$ cat src/rtl/uart_rx_if.sv
`default_nettype none
// ============================================================================
//  Module      : uart_rx_if
//  Description : Receive-side signal bundle of the UART peripheral. The
//                receiver (master) consumes the serial line and drives the
//                recovered word, strobes and status; the bus-side logic
//                (slave) sees the reverse directions.
//  Revision    : 1.0 - initial release
// ============================================================================
interface uart_rx_if #(
  parameter int BUS_WIDTH = 8
) ();

  logic                 rx;
  logic [BUS_WIDTH-1:0] data;
  logic                 valid;
  logic                 frame_err;
  logic                 busy;
  logic                 parity_err;

  modport master (
    input  rx,
    output data,
    output valid,
    output frame_err,
    output busy,
    output parity_err
  );

  modport slave (
    output rx,
    input  data,
    input  valid,
    input  frame_err,
    input  busy,
    input  parity_err
  );

endinterface
`default_nettype wire

$ cat src/rtl/uart_rx.sv
`default_nettype none
// ============================================================================
//  Module      : uart_rx
//  Description : 8N1 UART receiver. Oversamples the asynchronous rx line with
//                clk, detects the start edge, samples every bit at its middle
//                and delivers the word with a one-cycle valid strobe plus a
//                frame error flag (bad stop bit).
//                Optional even-parity bit: define UART_RX_PARITY_EN.
//  Revision    : 1.0 - initial release
// ============================================================================
module uart_rx #(
  parameter int BUS_WIDTH  = 8,
  parameter int UART_SPEED = 115200,
  parameter int CLK_FREQ   = 50000000
) (
  input  wire logic   clk,
  input  wire logic   rst,        // asynchronous, active-low
  uart_rx_if.master   bus
);

  localparam int PULSE_WIDTH = CLK_FREQ / UART_SPEED;
  localparam int HALF        = PULSE_WIDTH / 2;
  localparam int CNT_W       = (PULSE_WIDTH > 1) ? $clog2(PULSE_WIDTH) : 1;
  localparam int IDX_W       = $clog2(BUS_WIDTH + 1);

  localparam logic [CNT_W-1:0] c_cnt_last = CNT_W'(PULSE_WIDTH - 1);
  localparam logic [CNT_W-1:0] c_cnt_half = CNT_W'(HALF - 1);
  localparam logic [IDX_W-1:0] c_idx_last = IDX_W'(BUS_WIDTH - 1);

  typedef enum logic [2:0] {
    ST_IDLE   = 3'd0,
    ST_START  = 3'd1,
    ST_DATA   = 3'd2,
    ST_STOP   = 3'd3
`ifdef UART_RX_PARITY_EN
    ,
    ST_PARITY = 3'd4
`endif
  } state_t;

  state_t               r_state;
  state_t               w_state_nxt;

  logic                 r_rx_meta;
  logic                 r_rx_s;
  logic                 r_rx_d;

  logic [CNT_W-1:0]     r_cnt;
  logic [IDX_W-1:0]     r_idx;
  logic [BUS_WIDTH-1:0] r_shift;

  logic [BUS_WIDTH-1:0] r_data;
  logic                 r_valid;
  logic                 r_frame_err;

  logic                 w_cnt_last;
  logic                 w_cnt_half;
  logic                 w_cnt_clr;
  logic                 w_shift_en;
  logic                 w_deliver;
  logic                 w_start_edge;

  assign w_cnt_last   = (r_cnt == c_cnt_last);
  assign w_cnt_half   = (r_cnt == c_cnt_half);
  assign w_start_edge = r_rx_d & ~r_rx_s;

  // Two-flop synchroniser plus one delay stage for falling-edge detection; idles high.
  always_ff @(posedge clk or negedge rst) begin
    if (!rst) begin
      r_rx_meta <= 1'b1;
      r_rx_s    <= 1'b1;
      r_rx_d    <= 1'b1;
    end else begin
      r_rx_meta <= bus.rx;
      r_rx_s    <= r_rx_meta;
      r_rx_d    <= r_rx_s;
    end
  end

  // FSM state register.
  always_ff @(posedge clk or negedge rst) begin
    if (!rst) begin
      r_state <= ST_IDLE;
    end else begin
      r_state <= w_state_nxt;
    end
  end

`ifdef UART_RX_PARITY_EN
  logic w_par_sample;
  logic r_par_bit;
  logic r_parity_err;
`endif

  // Next-state decode and the datapath strobes that go with each transition.
  always_comb begin
    w_state_nxt = r_state;
    w_cnt_clr   = 1'b0;
    w_shift_en  = 1'b0;
    w_deliver   = 1'b0;
`ifdef UART_RX_PARITY_EN
    w_par_sample = 1'b0;
`endif
    case (r_state)
      ST_IDLE: begin
        // Edge-triggered: a line held low (break) never starts a frame.
        if (w_start_edge) begin
          w_state_nxt = ST_START;
          w_cnt_clr   = 1'b1;
        end
      end
      ST_START: begin
        // Mid start bit: still low means a real frame, high means a glitch.
        if (w_cnt_half) begin
          w_cnt_clr   = 1'b1;
          w_state_nxt = r_rx_s ? ST_IDLE : ST_DATA;
        end
      end
      ST_DATA: begin
        // Counter was aligned to mid start bit, so terminal count is mid data bit.
        if (w_cnt_last) begin
          w_cnt_clr  = 1'b1;
          w_shift_en = 1'b1;
          if (r_idx == c_idx_last) begin
`ifdef UART_RX_PARITY_EN
            w_state_nxt = ST_PARITY;
`else
            w_state_nxt = ST_STOP;
`endif
          end
        end
      end
`ifdef UART_RX_PARITY_EN
      ST_PARITY: begin
        if (w_cnt_last) begin
          w_cnt_clr    = 1'b1;
          w_par_sample = 1'b1;
          w_state_nxt  = ST_STOP;
        end
      end
`endif
      ST_STOP: begin
        // Return to idle at mid stop bit so a back-to-back start edge is caught.
        if (w_cnt_last) begin
          w_cnt_clr   = 1'b1;
          w_deliver   = 1'b1;
          w_state_nxt = ST_IDLE;
        end
      end
      default: begin
        w_cnt_clr   = 1'b1;
        w_state_nxt = ST_IDLE;
      end
    endcase
  end

  // Bit-period counter, bit index and LSB-first shift register.
  always_ff @(posedge clk or negedge rst) begin
    if (!rst) begin
      r_cnt   <= '0;
      r_idx   <= '0;
      r_shift <= '0;
    end else begin
      if (w_cnt_clr || (r_state == ST_IDLE)) begin
        r_cnt <= '0;
      end else if (!w_cnt_last) begin
        r_cnt <= r_cnt + CNT_W'(1);
      end

      if (r_state != ST_DATA) begin
        r_idx <= '0;
      end else if (w_shift_en) begin
        r_idx <= r_idx + IDX_W'(1);
      end

      if (w_shift_en) begin
        r_shift <= {r_rx_s, r_shift[BUS_WIDTH-1:1]};
      end
    end
  end

  // Delivered word, one-cycle valid strobe and stop-bit check.
  always_ff @(posedge clk or negedge rst) begin
    if (!rst) begin
      r_data      <= '0;
      r_valid     <= 1'b0;
      r_frame_err <= 1'b0;
    end else begin
      r_valid <= w_deliver;
      if (w_deliver) begin
        r_data      <= r_shift;
        r_frame_err <= ~r_rx_s;
      end
    end
  end

`ifdef UART_RX_PARITY_EN
  // Even parity: the parity bit is held until the frame is delivered.
  always_ff @(posedge clk or negedge rst) begin
    if (!rst) begin
      r_par_bit    <= 1'b0;
      r_parity_err <= 1'b0;
    end else begin
      if (w_par_sample) begin
        r_par_bit <= r_rx_s;
      end
      if (w_deliver) begin
        r_parity_err <= (^r_shift) ^ r_par_bit;
      end
    end
  end

  assign bus.parity_err = r_parity_err;
`else
  assign bus.parity_err = 1'b0;
`endif

  assign bus.data      = r_data;
  assign bus.valid     = r_valid;
  assign bus.frame_err = r_frame_err;
  assign bus.busy      = (r_state != ST_IDLE);

endmodule
`default_nettype wire

$ cat src/flat_wrapper.sv
// flat-port wrapper written by rule: the top's interface ports become plain ports
module uart_rx_flat 
#(
  parameter int BUS_WIDTH  = 8,
  parameter int UART_SPEED = 115200,
  parameter int CLK_FREQ   = 50000000
)
  (clk, rst, bus_rx, bus_data, bus_valid, bus_frame_err, bus_busy, bus_parity_err);
  uart_rx_if #(.BUS_WIDTH(BUS_WIDTH)) bus_i ();
  input  wire logic clk;
  input  wire logic rst;
  input wire logic [$bits(bus_i.rx)-1:0] bus_rx;
  output wire logic [$bits(bus_i.data)-1:0] bus_data;
  output wire logic [$bits(bus_i.valid)-1:0] bus_valid;
  output wire logic [$bits(bus_i.frame_err)-1:0] bus_frame_err;
  output wire logic [$bits(bus_i.busy)-1:0] bus_busy;
  output wire logic [$bits(bus_i.parity_err)-1:0] bus_parity_err;
  assign bus_i.rx = bus_rx;
  assign bus_data = bus_i.data;
  assign bus_valid = bus_i.valid;
  assign bus_frame_err = bus_i.frame_err;
  assign bus_busy = bus_i.busy;
  assign bus_parity_err = bus_i.parity_err;
  uart_rx #(.BUS_WIDTH(BUS_WIDTH), .UART_SPEED(UART_SPEED), .CLK_FREQ(CLK_FREQ)) u_core (.clk(clk), .rst(rst), .bus(bus_i));
endmodule
$ cat config.mk
export PLATFORM = sky130hd
export DESIGN_NAME = uart_rx_flat
export DESIGN_NICKNAME = d
export VERILOG_FILES = /design/src/rtl/uart_rx_if.sv /design/src/rtl/uart_rx.sv /design/src/flat_wrapper.sv
export SDC_FILE = /design/constraint.sdc
export NUM_CORES = 1
export LEC_CHECK = 0
export CORE_UTILIZATION = 25
export CTS_CLUSTER_DIAMETER = 120
export DETAILED_ROUTE_END_ITERATION = 10
export GPL_TIMING_DRIVEN = 0
export MAX_ROUTING_LAYER = met4
export PLACE_DENSITY_LB_ADDON = 0.05
export SYNTH_ARGS = -nofsm -noshare
export SYNTH_HDL_FRONTEND = slang
export SYNTH_SLANG_ARGS = --single-unit
$ cat constraint.sdc
create_clock -name clk -period 4.7 [get_ports clk]
set_input_delay 0.94 -clock clk [delete_from_list [all_inputs] [get_ports clk]]
set_output_delay 0.94 -clock clk [all_outputs]
set_load 0.03 [all_outputs]
**After elaboration in Yosys (flattened, before gate mapping)**

Cells that the tools add are included.

- $add $sub $neg: 2
- Equality and inequality tests: 13
- Multiplexer cells: 17
- Bitwise operators: 2
- Reductions and logical operators: 6

Operators with widths:

| operator | count |
|---|---|
| $mux W9 | 2 |
| $mux W3 | 5 |
| $pmux W3 S4 | 1 |
| $ne A2 B1 Y1 const B | 5 |
| $add A9 B1 Y9 const B | 1 |
| $eq A9 B8 Y1 const B | 1 |
| $eq A9 B9 Y1 const B | 1 |
| $mux W4 | 2 |
| $eq A3 B2 Y1 const B | 2 |
| $mux W1 | 5 |
| $reduce_and A5 Y1 | 1 |
| $add A4 B1 Y4 const B | 1 |
| $eq A4 B3 Y1 const B | 1 |
| $eq A3 B1 Y1 const B | 1 |
| $logic_not A3 Y1 | 1 |
| $ne A3 B2 Y1 const B | 1 |
| $pmux W1 S3 | 1 |
| $reduce_bool A3 Y1 | 1 |
| $mux W2 | 1 |
| $ne A2 B2 Y1 const B | 1 |
| $reduce_bool A2 Y1 | 1 |
| $reduce_or A2 Y1 | 1 |
| $and A1 B1 Y1 | 1 |
| $logic_or A1 B1 Y1 | 1 |
| $not A1 Y1 | 1 |

- Flip-flop bits (word level): 37
- Input port bits: 3
- Output and inout bits: 12
- Logic and storage cells: 50

**Depth between registers and ports, before layout**

Gate-level depths: netlist of run 1.

- Depth in word-level cells: 6
- Gate-level depth with buffers: 7
- Gate-level depth less buffers: 6

**Worst setup path after synthesis of run 1**

OpenSTA, ideal clock, no wires.

- Path type: reg2out
- From: register u_core.r_state[1]
- To: output port bus_busy
- Arrival: 0.884 ns
- Data required time: 3.760 ns
- Slack: 2.876 ns
- Stages on the path, launching flop included: 3
- Buffers on the path: 1
- Cell sequence: dfrtp_1 -> buf_2 -> or2_2

- Longest elaborated chain between the ends: 1

RTL lines:

| what | line | RTL |
|---|---|---|
| from (decl) | uart_rx.sv:41 | `state_t r_state;` |
| from (signal assigned) | uart_rx.sv:85 | `r_state <= w_state_nxt;` |
| $reduce_bool A3 Y1 | uart_rx.sv:221 | `assign bus.busy = (r_state != ST_IDLE);` |
| to (decl) | flat_wrapper.sv:16 | `output wire logic [$bits(bus_i.busy)-1:0] bus_busy;` |

No other way between the ends.

**Worst setup path after layout of run 1**

Same ends and word-level chain as after synthesis.

==> results.cfg, run 1 <==
[run_status]
status = complete, no violations

[finish]
syn2layout_area_growth_pct = 18.5
diodes = 0
seqCellArea_sq_um = 905
fin_nets = 155
multi_input_area_sq_um = 678
drive_above_1_share_pct = 25.5
nFillCells = 650

[worst_setup_path]
rrSetupSlack_ps = 2700
crit_start = u_core.r_state[1]
crit_path_end_kind = output port
r2r_cells = 7
path_max_fanout = 10
reg2reg_from = u_core.r_cnt[1]
worstSetupPathType = reg2out
timing.rr.end = u_core.bus.data[4]
required_ps = 3760
crit_arrival_ps = 1730
start_kind = register

[clock_tree]
numCtsBuffers = 5
h-tree-depth = 2
clk_pin_slew_worst_paths_ps = 70
cts_setup_buffers = 0
clockBufferDepth = 2
cts_hold_buf = 0
ctsResizeCount = 0
cts_sinks = 36
cts_root_buf = clkbuf_8
clk_latency_ps = 280
cts_tree = built

[timing]
maxSlewViolCount = 0
final_hold_viol_count = 0
final.setup_skew_ps = 5.75
rsz0062_at_grt = no
period_share_pct = 56.8
slew_headroom_pct = 45.5
setup_viol = 0
fmax_ghz = 0.375
tightest_slew_ps = 817
period_minus_slack_ps = 2670
final.setup.tns_ps = 0

[drt]
via_per_inst = 4.34
first_pass_iters = 4
drtAntennaViolNets = 0
dr.first_iter.drc_count = 35
vias = 973
wl_per_cell_um = 12.7
wl_mm = 2.83
drc = 0

[logic_synthesis]
synth_nets = 135
yosys_warnings = 0
synth_cell_type_count = 32
yosysSeqAreaShare_pct = 55.8
synth_area_leader_cell = dfrtp_1
synth.avg_cell_area_sq_um = 12.7
yosysTopAreaCellShare_pct = 51.0
netlist_instances = 128
yosys-top-cells-area = dfrtp_1 (51%), mux2_2 (12%), dfstp_2 (4.9%)
synth_area_sq_mm = 0.00162
yosys_register_bits = 36

[floorplanning]
core_sq_mm = 0.00610
die_x_um = 82.5
dieArea_sq_mm = 0.00681
floorplan.initialDensity_pct = 26.6
io_pins = 15
rows = 28
die_y_um = 82.5

[grt]
grt_remaining_overflow = 0
grt_max_degree = 37
antenna_found_initial = 0
grt_pass1_vias = 1003
grt_pass1_wl_mm = 4.93
grt_util_all_layers_pct = 10.3

[worst_hold_path]
min_to = u_core.r_rx_s
whs_path_depth = 0
min_from = u_core.r_rx_meta
worstHoldPathType = reg2reg

[placed_design]
io_buffers = 13
dp_hpwl_mm = 1.96
place.gp.congestion = 0.723

[flow_run]
cap_violations = 0

[power]
power_density_mw_per_mm2 = 381
power_uw = 731
power.leakage_uw = 0.000855
ir_worst_vdd_v = 0.000134
==> placed cells by master (no fill, tap or decap), types with 2 or more instances in the layout <==
cell              n
dfrtp_1          33
mux2_2           17
nor2_1           15
clkdlybuf4s50_1  12
nand2_1           9
xnor2_1           8
clkbuf_8          5
inv_1             4
buf_2             4
nor3_1            4
ha_1              4
nand4b_1          3
nand3_1           3
dfstp_2           3
xor2_1            2
a21oi_1           2
clkbuf_1          2
==> critical path, stage by stage, from the launching register on <==
cell             delay [ps]
dfrtp_1                 360
buf_2                   180
or2_2                   320
clkdlybuf4s50_1         590
==> cell families (layout without fill, tap and decap cells) <==
logic type	count (synthesis)	count (layout)	synth area share, %
other	1	1	0.231
adder cells (fa/ha/maj)	4	4	3.09
AND/OR/NAND/NOR	43	43	15.8
buffers and inverters	8	29	2.32
multiplexers	19	19	13.8
flip-flops	36	36	55.8
XOR/XNOR	10	10	5.41
AO/OA/AOI/OAI	7	7	3.55
==> sequential cells by signal, indices dropped and copies added (netlist names) <==
| register | flops |
|---|---|
| u_core.r_cnt | 9 |
| u_core.bus.data | 8 |
| u_core.r_shift | 8 |
| u_core.r_idx | 4 |
| u_core.r_state | 2 |
| u_core.bus.frame_err | 1 |
| u_core.bus.valid | 1 |
| u_core.r_rx_d | 1 |
| u_core.r_rx_meta | 1 |
| u_core.r_rx_s | 1 |
==> where the power goes <==
| part | switching, uW | internal (uW) | leakage (uW) |
|---|---|---|---|
| clock | 103 | 104 | 0.0000422 |
| combinational | 75.2 | 65.6 | 0.000336 |
| sequential | 40.1 | 344 | 0.000477 |
| total | 218 | 513 | 0.000855 |
==> final cells by class <==
type                       instances  area share [%]
buffer                             4            1.17
clock buffer                       7            3.97
clock inverter                     1           0.261
inverter                           4           0.782
multi-input combinational         84            35.3
sequential                        36            47.1
tap                               75            4.89
timing repair buffer              13            6.51
==> metrics by stage <==
| step | std cells | setup WS (ps) | util (%) | hold WS (ps) | instance area [sq um] |
|---|---|---|---|---|---|
| after global placement | 216 | 1780 | 30.3 | 346 | 1840 |
| after CTS | 224 | 2000 | 31.5 | 360 | 1920 |
| after detailed placement | 216 | 2320 | 30.2 | 349 | 1840 |
| final | 224 | 2030 | 31.5 | 359 | 1920 |
| after floorplan | 128 | 2880 | - | 345 | 1620 |
| after global routing | 224 | 1960 | 31.5 | 369 | 1920 |
==> how the worst max path moves through the flow <==
stage	end	slack, ps
finish	bus_busy	2030
global route	bus_busy	1960
CTS	bus_busy	2000
detailed placement	bus_busy	2320
global placement	u_core.bus.data[7]	1780
floorplan	bus_busy	2880
==> per-layer routing <==
| layer | track usage, % | vias up | routed length (um) |
|---|---|---|---|
| met1 | 13.3 | 480 | 1400 |
| met2 | 14.8 | 15 | 1290 |
| met4 | 4.14 | 0 | 40 |
| met5 | - | - | 0 |
| met3 | 3.30 | 5 | 103 |
| li1 | - | 473 | - |
==> synthesized netlist by cell type <==
cell	count
o31a_4	1
nor2_1	15
nand2b_1	1
nand4bb_4	1
o221ai_1	1
nand3_1	3
nor3b_2	1
mux2i_4	1
xnor2_1	8
o22a_1	1
dfrtp_1	33
nand4b_1	3
or2_0	1
nand2_1	9
buf_2	3
ha_1	4
or2_2	1
xor2_1	2
or3b_2	1
mux2i_1	1
inv_1	4
buf_4	1
o211ai_1	1
conb_1	1
nor2_8	1
a21oi_1	2
o21ai_0	1
or4b_1	1
or3_1	1
mux2_2	17
nor3_1	4
dfstp_2	3
(Power assumes the default switching activity.)
==> inputs of run 2 (changes only) <==
Clock period 4.7 ns to 2.5 ns, I/O delays scaled along.
==> results of run 2 <==
The final DEF is identical to that of run 1. Status: complete, no violations.
Main changes from that run: setup slack after placement 2320 ps -> 476 ps; setup slack after layout 2030 ps -> 272 ps; hold slack 359 ps -> 313 ps; register-to-register setup slack 2700 ps -> 500 ps; total power 731 uW -> 1370 uW; worst IR drop on VDD 0.000134 V -> 0.000252 V
